===== src/rtl/multi_lfsr_stream_cipher.sv =====
// multi_lfsr_stream_cipher
// Bit-serial stream cipher with CH independent TX/RX channel pairs. Each
// channel owns one TX and one RX Fibonacci LFSR; the keystream bit is the
// LFSR LSB. A serial config chain carries the shared seed, which is loaded
// into every LFSR on the cycle after cfg_en falls.
// Optional feature macro: XCIPHER_LOOPBACK_EN adds a loopback bit at the
// head of the config chain; when set, each RX channel decrypts its own
// TX channel's registered ciphertext instead of rx_e.
module multi_lfsr_stream_cipher #(
    parameter int          W    = 32,
    parameter int          CH   = 2,
    parameter logic [W-1:0] TAPS = W'(32'h0040_0007),
    parameter int          HB_W = 24
) (
    input  logic          clk,
    input  logic          rst_n,
    input  logic          cfg_en,
    input  logic          cfg_i,
    output logic          cfg_o,
    input  logic [CH-1:0] tx_en,
    input  logic [CH-1:0] tx_p,
    output logic [CH-1:0] tx_e,
    input  logic [CH-1:0] rx_en,
    input  logic [CH-1:0] rx_e,
    output logic [CH-1:0] rx_p,
    output logic [2:0]    heartbeat
);

    logic [W-1:0]    r_seed;
    logic            r_cfg_en_d;
    logic [HB_W-1:0] r_hb_cnt;
    logic            w_load;
    logic [W-1:0]    w_load_val;

    // One Fibonacci step: new MSB is the parity of the tapped bits.
    function automatic logic [W-1:0] lfsr_next(input logic [W-1:0] s);
        return {^(s & TAPS), s[W-1:1]};
    endfunction

    // Load fires on the first cycle with cfg_en low after a shift burst.
    assign w_load     = r_cfg_en_d & ~cfg_en;
    // An all-zero seed would lock the LFSRs up, so it is replaced by 1.
    assign w_load_val = (r_seed == '0) ? W'(1) : r_seed;

`ifdef XCIPHER_LOOPBACK_EN
    logic r_lb;

    // Config chain {lb, seed} shifts MSB-first while cfg_en is high.
    always_ff @(posedge clk or negedge rst_n) begin
        if (!rst_n) begin
            r_seed <= W'(1);
            r_lb   <= 1'b0;
        end else if (cfg_en) begin
            r_seed <= {r_seed[W-2:0], cfg_i};
            r_lb   <= r_seed[W-1];
        end
    end

    assign cfg_o = r_lb;
`else
    // Config chain (seed only) shifts MSB-first while cfg_en is high.
    always_ff @(posedge clk or negedge rst_n) begin
        if (!rst_n) begin
            r_seed <= W'(1);
        end else if (cfg_en) begin
            r_seed <= {r_seed[W-2:0], cfg_i};
        end
    end

    assign cfg_o = r_seed[W-1];
`endif

    // Registered copy of cfg_en for falling-edge detection.
    always_ff @(posedge clk or negedge rst_n) begin
        if (!rst_n) begin
            r_cfg_en_d <= 1'b0;
        end else begin
            r_cfg_en_d <= cfg_en;
        end
    end

    // Free-running heartbeat counter, wraps naturally.
    always_ff @(posedge clk or negedge rst_n) begin
        if (!rst_n) begin
            r_hb_cnt <= '0;
        end else begin
            r_hb_cnt <= r_hb_cnt + HB_W'(1);
        end
    end

    assign heartbeat = r_hb_cnt[HB_W-1:HB_W-3];

    for (genvar gi = 0; gi < CH; gi++) begin : g_ch
        logic [W-1:0] r_tx_lfsr;
        logic [W-1:0] r_rx_lfsr;
        logic         r_tx_e;
        logic         r_rx_p;
        logic         w_tx_step;
        logic         w_rx_step;
        logic         w_rx_in;

        // Load and configuration both take priority over a strobe.
        assign w_tx_step = tx_en[gi] & ~cfg_en & ~w_load;
        assign w_rx_step = rx_en[gi] & ~cfg_en & ~w_load;

`ifdef XCIPHER_LOOPBACK_EN
        assign w_rx_in = r_lb ? r_tx_e : rx_e[gi];
`else
        assign w_rx_in = rx_e[gi];
`endif

        // TX LFSR and ciphertext register; output is 0 when not stepping.
        always_ff @(posedge clk or negedge rst_n) begin
            if (!rst_n) begin
                r_tx_lfsr <= W'(1);
                r_tx_e    <= 1'b0;
            end else if (w_load) begin
                r_tx_lfsr <= w_load_val;
                r_tx_e    <= 1'b0;
            end else if (w_tx_step) begin
                r_tx_lfsr <= lfsr_next(r_tx_lfsr);
                r_tx_e    <= tx_p[gi] ^ r_tx_lfsr[0];
            end else begin
                r_tx_e    <= 1'b0;
            end
        end

        // RX LFSR and plaintext register; mirror image of the TX side.
        always_ff @(posedge clk or negedge rst_n) begin
            if (!rst_n) begin
                r_rx_lfsr <= W'(1);
                r_rx_p    <= 1'b0;
            end else if (w_load) begin
                r_rx_lfsr <= w_load_val;
                r_rx_p    <= 1'b0;
            end else if (w_rx_step) begin
                r_rx_lfsr <= lfsr_next(r_rx_lfsr);
                r_rx_p    <= w_rx_in ^ r_rx_lfsr[0];
            end else begin
                r_rx_p    <= 1'b0;
            end
        end

        assign tx_e[gi] = r_tx_e;
        assign rx_p[gi] = r_rx_p;
    end

endmodule


===== config.mk =====
export PLATFORM = sky130hd
export DESIGN_NAME = multi_lfsr_stream_cipher
export DESIGN_NICKNAME = d
export VERILOG_FILES = /design/src/rtl/multi_lfsr_stream_cipher.sv
export SDC_FILE = /design/constraint.sdc
export NUM_CORES = 1
export LEC_CHECK = 0
export CORE_ASPECT_RATIO = 0.7
export CORE_MARGIN = 8
export CORE_UTILIZATION = 35
export CTS_CLUSTER_SIZE = 12
export DETAILED_ROUTE_END_ITERATION = 7
export PLACE_DENSITY = 0.56
export SYNTH_ARGS = -nofsm -noshare
export SYNTH_HDL_FRONTEND = slang
export SYNTH_SLANG_ARGS = --single-unit

===== constraint.sdc =====
create_clock -name clk -period 2 [get_ports clk]
set_clock_uncertainty 0.05 [all_clocks]
set_input_delay 0.3 -clock clk [delete_from_list [all_inputs] [get_ports clk]]
set_output_delay 0.3 -clock clk [all_outputs]
set_load 0.02 [all_outputs]

Yosys cells after proc, flatten, opt, wreduce, memory -nomap -nowiden. Cells that the tools add are included.

Register bits: 189. Output and inout port bits: 8. Logic and storage cells: 53.

Add/sub/neg operators: 1. Muxes and demuxes: 17. Bitwise logic cells: 15. Reduce and logical (&&, ||, !) cells: 9.

Operator list (number): 32-bit 2-to-1 mux (9); 32-bit XOR reduction (4); 32-bit logical NOT (1); 24-bit by 1-bit adder with 24-bit output, second input constant (1); 1-bit bitwise AND (9); 1-bit 2-to-1 mux (8); 2-bit nonzero test (4); 1-bit bitwise XOR (4); 1-bit NOT (2).

Depth between registers and ports, before layout. Gate-level depths: netlist of the first run.

Depth after elaboration: 6. Depth in mapped cells: 7. Gate-level depth less buffers: 5.

Worst setup path before layout of the first run. OpenSTA, ideal clock, no wires.

Kind: reg-to-reg. From: register r_hb_cnt[5]. To: register r_hb_cnt[23]. Library setup time: 0.122 ns. Data arrival time: 1.537 ns. Setup slack: 0.290 ns. Cell stages (with the launch flop): 6. Buffers on the path: 1. Path through: dfrtp_1 > and4_4 > nand4bb_4 > buf_6 > or4_4 > xnor2_2.

Cells in the longest elaborated chain, start to end: 1.

RTL lines: start: declaration (RTL line 31) `logic [HB_W-1:0] r_hb_cnt;`; start signal: assignment (RTL line 87) `r_hb_cnt <= r_hb_cnt + HB_W'(1);`; 24-bit by 1-bit adder with 24-bit output (RTL line 87).

Every way passes these cells. A chain may end at the register's enable or synchronous reset.

Worst setup path after layout of the first run.
From: register r_seed[31]. To: output port cfg_o.

RTL lines: start: declaration (RTL line 29) `logic [W-1:0] r_seed;`; start signal: assignment (RTL line 66) `r_seed <= {r_seed[W-2:0], cfg_i};`; end: declaration (RTL line 19) `output logic cfg_o,`.

No word-level cell between the ends.

==> results of run 1 <==
-- cell families after synthesis --
group | Yosys count | synth area share (%)
xor+xnor | 38 | 4.220
fa+ha+maj | 1 | 0.1551
compound gates | 257 | 16.35
mux | 32 | 4.468
buf+inv | 57 | 3.258
simple gates | 218 | 12.83
flops | 189 | 58.72
-- final timing paths --
| path | endpoint | slack (ns) | depth (start not counted) |
|---|---|---|---|
| min reg2reg | r_hb_cnt[14] | 0.41 | 1 |
| min | r_cfg_en_d | 0.03 | 1 |
| max reg2reg | r_hb_cnt[23] | 0.26 | 4 |
| max in group asynchronous | g_ch[1].r_rx_lfsr[18] | 0.86 | 3 |
| min in group asynchronous | g_ch[0].r_tx_lfsr[29] | 0.38 | 2 |
| max | cfg_o | 0.13 | 1 |
-- state kept, by name (all words and copies together), names as in the netlist --
signal          flops
g_ch.r_tx_lfsr     64
g_ch.r_rx_lfsr     64
r_cfg_en_d          1
g_ch.r_rx_p         2
r_hb_cnt           24
g_ch.r_tx_e         2
r_seed             32
-- routing by layer --
metal	vias up	global-route usage, %	routed length [um]
met5	-	0	0
met4	0	3.908	175
met3	12	3.057	516
met2	59	17.26	6649
met1	2625	20.23	9590
li1	2724	-	-
-- power groups by stage --
stage	Combinational, mW	Sequential (mW)	Clock (mW)
floorplan	1.43	5.36	0
global placement	1.89	5.60	0
global route	2.22	5.70	3.84
CTS	1.93	5.55	3.68
detailed placement	1.92	5.61	0
finish	1.89	5.55	3.62
-- cell usage after synthesis, drive strengths merged --
cell type	number
nor3	4
o21bai	8
nor2b	1
nor2	12
nor4	8
xor2	19
dfstp	5
o31ai	4
xnor2	19
a21oi	124
mux2	32
ha	1
nand4	4
dfrtp	184
and4	4
or4	1
clkbuf	32
inv	2
o21ai	120
nand4bb	1
and2b	1
nor3b	1
buf	23
nand2b	1
and3	4
and2	31
nand2	135
nand3	10
o21a	1
-- cell usage in the layout (no fill, tap or decap), types with 14 or more instances in the layout --
cell / synthesis / routed
and2_1: 30 / 30
nand2_1: 134 / 134
a21oi_1: 124 / 124
clkdlybuf4s50_1: 0 / 17
xor2_1: 19 / 19
xnor2_1: 18 / 18
o21ai_0: 106 / 106
clkbuf_16: 0 / 17
o21ai_1: 14 / 14
mux2_2: 32 / 32
dfrtp_1: 184 / 184
-- cell type report --
class	instances	share of cell area [%]
Sequential cell	189	50.66
Timing Repair Buffer	40	5.072
Tap cell	312	4.176
Multi-Input combinational cell	546	33.39
Clock buffer	22	4.858
Clock inverter	10	1.767
Inverter	2	0.08030
-- per-stage QoR --
step	std cells	cell area, um2
3_3_place_gp	1088	8720
3_5_place_dp	1088	8720
5_1_grt	1121	9349
2_1_floorplan	792	8065
4_1_cts	1121	9349
6_report	1121	9349
==> run summary, run 1 <==
outcome - finished, final reports clean
crit end category - output pin
clock latency on the worst-skew pair - 0.43 ns
top-area cell type share of the netlist area - 57.09%
post-CTS sizing - 0
internal power - 7.875 mW
port bufs - 19
CTS Hold Buffers Added - 1
Worst R2R Start - r_hb_cnt[5]
multi-input logic area - 0.003122 mm2
HP Start - cfg_en
average size of a mapped cell - 10.18 um2
CTS tree - done
Clock power frac - 32.7%
sequential area share after synthesis - 58.72%
slew margin rel. - 60.25%
grt total ovfl - 0
TritonCTS Buffers - 17
Pre-Repair DR Iteration Count - 5
Critical Path RT - 1.65 ns
routed len/inst - 15.10 um
post-route clock period utilization - 93.34%
initial antenna violation count - 0
Final Util - 41.33%
power per cell area - 1182 mW/mm2
die width - 197.4 um
drt drc - 0
Max Slew Vio Count - 0
fmax - 0.5357 GHz
kind of cell adding the most delay to the critical path - buffers and inverters
Ys Warns - 0
drt total wl - 16,930 um
Core Region - 0.02262 mm2
cell count after synthesis - 792
crit path DAT - 1.52 ns
combinational share of power - 17.1%
Starting Density - 35.66%
first-pass GRT wire length - 29,300 um
CTS root buf - clkbuf_16
largest net degree at the start of global routing - 68
RSZ-0062 raised after global routing - false
Setup crit start - r_seed[31]
gpl congestion - 0.7335
Worst Tran Pin Value - 0.5962 ns
leakage power - 4.076 nW
post-synthesis register bit count - 189
vias in the first global route - 5,396
Final #Nets - 809
area leader, netlist - dfrtp_1
Post CTS Setup Buffer Count - 0
initial DRC count - 342
Hold Vio Cnt, Final - 0
max incr delay on CP - 0.65 ns
Vias/cell - 4.835
Area Overhead vs Synth - 15.92%
worst slack, placed - 0.2706 ns
setup TNS - 0 ns
placed wire-length estimate - 11,220 um
total power - 11.05 mW
Psw - 3.178 mW
# fillers - 2,200
crit-path cells - clkdlybuf4s50_1
Hold Path Class - in -> reg
Ant. Diodes - 0
Seq. cell area - 0.004736 mm2
top cells by area, synth - dfrtp_1 (57%), a21oi_1 (7.7%), o21ai_0 (6.6%), nand2_1 (6.2%), mux2_2 (4.5%)
CP Buf/Inv Count - 1
clk buf depth - 2
Synthesized Nets - 805
max-cap violations - 0
clock sink count - 189
Startpoint Class - flop
crit path time final - 1.867 ns
# rows - 46
Mapped Area - 0.008065 mm2
Synth cell types - 38
Max FO, Critical Path - 4
Max IR drop VDD - 573.8 uV
layout cells sized above 1 - 12.48%
Antenna Violating Nets Remaining - 0
Setup CP Type - reg -> out
switching part of the total - 28.75%
# setup viols final - 0
Clock transition at path regs - 0.07 ns
H-tree depth - 4
Overall Global Routing Usage - 13.02%
Flop pwr share - 50.2%
worst hold slack - 0.02863 ns
Die Ht - 143.0 um
Die Footprint - 0.02823 mm2
Vias - 5,420
final worst setup slack - 0.1332 ns
Crit-path slowest cell - clkdlybuf4s50_1
I/O pin count - 20
Power figures use the tool's default switching activity.
==> inputs of run 2 (changes only) <==
Settings changed: RECOVER_POWER set to 100.
==> run summary, run 2 (synthesized netlist as in run 1, its figures left out) <==
worst hold slack - 0.09200 ns (was 0.02863 ns)
drt drc - 0 (unchanged)
initial DRC count - 344 (was 342)
grt total ovfl - 0 (unchanged)
Vias - 5,423 (was 5,420)
first-pass GRT wire length - 29,300 um (unchanged)
fmax - 0.5348 GHz (was 0.5357 GHz)
crit-path cells - dlygate4sd3_1 (was clkdlybuf4s50_1)
biggest regs - g_ch.r_rx_lfsr: 64 flops, g_ch.r_tx_lfsr: 64 flops, r_seed: 32 flops (unchanged)
Ant. Diodes - 0 (unchanged)
gpl congestion - 0.7335 (unchanged)
Max IR drop VDD - 576.6 uV (was 573.8 uV)
drt total wl - 16,900 um (was 16,930 um)
initial antenna violation count - 0 (unchanged)
CP Buf/Inv Count - 1 (unchanged)
Startpoint Class - flop (unchanged)
power per cell area - 1190 mW/mm2 (was 1182 mW/mm2)
port bufs - 19 (unchanged)
layout cells sized above 1 - 11.62% (was 12.48%)
total power - 11.02 mW (was 11.05 mW)
Hold Vio Cnt, Final - 0 (unchanged)
kind of cell adding the most delay to the critical path - buffers and inverters (unchanged)
die width - 197.4 um (unchanged)
outcome - finished, final reports clean (unchanged)
Pre-Repair DR Iteration Count - 4 (was 5)
post-CTS sizing - 0 (unchanged)
Critical Path RT - 1.65 ns (about the same)
CTS tree - done (unchanged)
Hold Path Class - in -> reg (unchanged)
leakage power - 4.048 nW (was 4.076 nW)
Worst Tran Pin Value - 0.9945 ns (was 0.5962 ns)
Die Ht - 143.0 um (unchanged)
TritonCTS Buffers - 17 (unchanged)
placed wire-length estimate - 11,220 um (unchanged)
post-route clock period utilization - 93.49% (was 93.34%)
clock sink count - 189 (unchanged)
Overall Global Routing Usage - 13.02% (unchanged)
Max FO, Critical Path - 2 (was 4)
clock latency on the worst-skew pair - 0.44 ns (was 0.43 ns)
I/O pin count - 20 (unchanged)
H-tree depth - 4 (unchanged)
commonest non-fill, non-tap cell in the layout - dfrtp_1 (unchanged)
vias in the first global route - 5,396 (unchanged)
max-cap violations - 0 (unchanged)
Antenna Violating Nets Remaining - 0 (unchanged)
Crit-path slowest cell - dlygate4sd3_1 (was clkdlybuf4s50_1)
largest net degree at the start of global routing - 68 (unchanged)
crit path DAT - 1.52 ns (about the same)
crit path time final - 1.870 ns (was 1.867 ns)
Seq. cell area - 0.004736 mm2 (unchanged)
Core Region - 0.02262 mm2 (unchanged)
routed len/inst - 15.07 um (was 15.10 um)
# setup viols final - 0 (unchanged)
Vias/cell - 4.838 (was 4.835)
Area Overhead vs Synth - 14.75% (was 15.92%)
fin area - 0.009255 mm2 (was 0.009349 mm2)
most frequent cells in the layout - dfrtp_1 (184), nand2_1 (134), a21oi_1 (124) (unchanged)
Final #Nets - 809 (unchanged)
Starting Density - 35.66% (unchanged)
crit end category - output pin (unchanged)
slew margin rel. - 33.70% (was 60.25%)
# rows - 46 (unchanged)
Clock transition at path regs - 0.07 ns (about the same)
multi-input logic area - 0.003097 mm2 (was 0.003122 mm2)
worst slack, placed - 0.2706 ns (unchanged)
RSZ-0062 raised after global routing - false (unchanged)
CTS root buf - clkbuf_16 (unchanged)
# fillers - 2,212 (was 2,200)
area post-placement - 0.008720 mm2 (unchanged)
Die Footprint - 0.02823 mm2 (unchanged)
Setup CP Type - reg -> out (unchanged)
max incr delay on CP - 0.69 ns (was 0.65 ns)
flop2flop setup slack - 0.15 ns (was 0.26 ns)
Max Slew Vio Count - 0 (unchanged)
clk buf depth - 2 (unchanged)
final worst setup slack - 0.1302 ns (was 0.1332 ns)
setup TNS - 0 ns (unchanged)
run 2: layer usage:
layer  share of wire (%)  vias up  global-route usage (%)
met5                   0        -                       0
met4                 1.1        0                   3.908
met3                 3.1       13                   3.057
met2                  39       59                   17.26
met1                  57     2623                   20.23
li1                    -     2728                       -
run 2: metrics by stage:
| stage | cells | util, % |
|---|---|---|
| 6_report | 1121 | 40.92 |
| 5_1_grt | 1121 | 40.92 |
| 4_1_cts | 1121 | 41.33 |
| 3_5_place_dp | 1088 | 38.55 |
| 3_3_place_gp | 1088 | 38.55 |
| 2_1_floorplan | 792 | - |
run 2: cell type report:
cell class | instances | area share (%)
Clock buffer | 22 | 4.907
Multi-Input combinational cell | 546 | 33.46
Timing Repair Buffer | 40 | 4.380
Clock inverter | 10 | 1.785
Inverter | 2 | 0.08111
Sequential cell | 189 | 51.17
Tap cell | 312 | 4.218
run 2: power breakdown:
| part | internal (mW) | switching (mW) | total, mW | leakage (nW) |
|---|---|---|---|---|
| Combinational | 0.881 | 0.967 | 1.85 | 1.29 |
| Sequential | 4.83 | 0.717 | 5.54 | 2.47 |
| Clock | 2.13 | 1.49 | 3.62 | 0.291 |
| Total | 7.84 | 3.17 | 11.0 | 4.05 |
run 2: worst paths after layout:
check	cells past startpoint	to	start
hold reg to reg	1	r_hb_cnt[14]	r_hb_cnt[14]
setup / recovery	1	heartbeat[2]	r_hb_cnt[23]
hold / removal	1	r_cfg_en_d	cfg_en
max in group asynchronous	3	g_ch[0].r_tx_lfsr[0]	rst_n
min in group asynchronous	2	g_ch[0].r_tx_lfsr[29]	rst_n
setup reg to reg	4	r_hb_cnt[23]	r_hb_cnt[5]
run 2: what timing repair did:
item / in CTS / in global routing
hold buffers: 1 / 0
hold endpoints to repair: 60 / 0
setup buffers: 0 / 0
endpoints found under the setup margin: 0 / 0
run 2: worst register-to-register path: stages (launching register included):
cell and delay, ns:
dfrtp_1 0.41, and4_1 0.35, nand4bb_4 0.20, or4_1 0.59
xnor2_2 0.15
==> inputs of run 3 (changes only) <==
Settings changed: PLACE_DENSITY 0.56 to 0.59.
==> run summary, run 3 (synthesized netlist as in run 1, its figures left out) <==
outcome - finished, final reports clean (unchanged)
Setup crit start - r_seed[31] (was r_hb_cnt[23])
Post CTS Setup Buffer Count - 0 (unchanged)
post-CTS sizing - 0 (unchanged)
clock latency on the worst-skew pair - 0.43 ns (was 0.44 ns)
Starting Density - 35.66% (unchanged)
Core Region - 0.02262 mm2 (unchanged)
Final #Nets - 810 (was 809)
Hold Path Class - in -> reg (unchanged)
Clock transition at path regs - 0.07 ns (about the same)
vias in the first global route - 5,318 (was 5,396)
leakage power - 4.096 nW (was 4.048 nW)
fmax - 0.5266 GHz (was 0.5348 GHz)
placed wire-length estimate - 10,940 um (was 11,220 um)
Area Overhead vs Synth - 16.26% (was 14.75%)
drt drc - 0 (unchanged)
kind of cell adding the most delay to the critical path - buffers and inverters (unchanged)
flop2flop setup slack - 0.16 ns (was 0.15 ns)
Overall Global Routing Usage - 12.68% (was 13.02%)
biggest regs - g_ch.r_rx_lfsr: 64 flops, g_ch.r_tx_lfsr: 64 flops, r_seed: 32 flops (unchanged)
slew margin rel. - 37.41% (was 33.70%)
# fillers - 2,174 (was 2,212)
power per cell area - 1203 mW/mm2 (was 1190 mW/mm2)
port bufs - 19 (unchanged)
Pre-Repair DR Iteration Count - 5 (was 4)
Max Slew Vio Count - 0 (unchanged)
met1 Resource Use GR - 19.21% (was 20.23%)
CP Buf/Inv Count - 1 (unchanged)
Critical Path RT - 1.65 ns (about the same)
clock sink count - 189 (unchanged)
TritonCTS Buffers - 17 (unchanged)
crit end category - output pin (unchanged)
initial antenna violation count - 0 (unchanged)
Max IR drop VDD - 651.5 uV (was 576.6 uV)
CTS tree - done (unchanged)
Crit-path slowest cell - dlygate4sd3_1 (unchanged)
max incr delay on CP - 0.71 ns (was 0.69 ns)
crit path time final - 1.899 ns (was 1.870 ns)
crit-path cells - dlygate4sd3_1 (unchanged)
# rows - 46 (unchanged)
post-route clock period utilization - 94.95% (was 93.49%)
GR peak layer - met1 (unchanged)
setup TNS - 0 ns (unchanged)
M3 GR Usage - 3.104% (was 3.057%)
Startpoint Class - flop (unchanged)
routed len/inst - 14.76 um (was 15.07 um)
layout cells sized above 1 - 12.35% (was 11.62%)
crit path DAT - 1.55 ns (was 1.52 ns)
H-tree depth - 4 (unchanged)
die width - 197.4 um (unchanged)
Max FO, Critical Path - 4 (was 2)
HP Start - cfg_en (unchanged)
Vias - 5,460 (was 5,423)
commonest non-fill, non-tap cell in the layout - dfrtp_1 (unchanged)
Hold Vio Cnt, Final - 0 (unchanged)
gpl congestion - 0.7310 (was 0.7335)
# setup viols final - 0 (unchanged)
largest net degree at the start of global routing - 65 (was 68)
most frequent cells in the layout - dfrtp_1 (184), nand2_1 (134), a21oi_1 (124) (unchanged)
I/O pin count - 20 (unchanged)
Die Ht - 143.0 um (unchanged)
Final Non-Filler Cells - 1,122 (was 1,121)
initial DRC count - 345 (was 344)
CTS root buf - clkbuf_16 (unchanged)
Setup CP Type - reg -> out (unchanged)
first-pass GRT wire length - 28,680 um (was 29,300 um)
cell count after placement - 1,089 (was 1,088)
clk buf depth - 2 (unchanged)
drt total wl - 16,560 um (was 16,900 um)
Antenna Violating Nets Remaining - 0 (unchanged)
Vias/cell - 4.866 (was 4.838)
Worst Tran Pin Value - 0.9388 ns (was 0.9945 ns)
grt total ovfl - 0 (unchanged)
GR Util met2 - 17.41% (was 17.26%)
Ant. Diodes - 0 (unchanged)
Die Footprint - 0.02823 mm2 (unchanged)
RSZ-0062 raised after global routing - false (unchanged)
Worst R2R Start - r_cfg_en_d (was r_hb_cnt[5])
max-cap violations - 0 (unchanged)
[run 3: final cells by class]
class	instances	area, um2	share of cell area, %
clock inverter	14	240.2	2.562
tap	312	390.4	4.163
multi-input combinational	546	3102	33.08
inverter	2	7.507	0.08006
clock buffer	18	439.2	4.684
timing repair buffer	41	461.7	4.924
sequential	189	4736	50.51
[run 3: what timing repair did]
| item | CTS | global route |
|---|---|---|
| hold endpoints to repair | 30 | 0 |
| endpoints found under the setup margin | 0 | 0 |
| hold buffers | 1 | 0 |
[run 3: worst paths after layout]
check                                   endpoint  cells past startpoint
max                                        cfg_o                      1
min                               g_ch[1].r_tx_e                      3
max reg2reg                g_ch[1].r_tx_lfsr[22]                      5
min reg2reg                         r_hb_cnt[10]                      1
max in group asynchronous   g_ch[1].r_rx_lfsr[0]                      3
min in group asynchronous  g_ch[1].r_rx_lfsr[28]                      2
[run 3: where the power goes]
group          total (mW)  internal (mW)  switching, mW
clock                3.86           2.38           1.48
combinational        1.86          0.899          0.960
sequential           5.56           4.83          0.728
total                11.3           8.11           3.17
[run 3: through the flow]
step | hold WS (ns) | setup WS, ns | utilization [%] | cell area [um2] | power, mW
6_report | 0.3551 | 0.1009 | 41.45 | 9376 | 11.28
5_1_grt | 0.3973 | 0.04003 | 41.45 | 9376 | 12.00
4_1_cts | 0.2215 | 0.09353 | 41.63 | 9417 | 11.43
3_5_place_dp | 0.1812 | 0.2482 | 38.58 | 8727 | 7.507
3_3_place_gp | 0.1826 | 0.2805 | 38.58 | 8727 | 7.439
2_1_floorplan | -0.04559 | 0.2904 | - | 8065 | 6.789
[run 3: routing by layer]
metal	vias to the layer above	part of all wire (%)
met1	2649	56
li1	2730	-
met4	0	0.92
met3	15	3.0
met5	-	0
met2	66	40
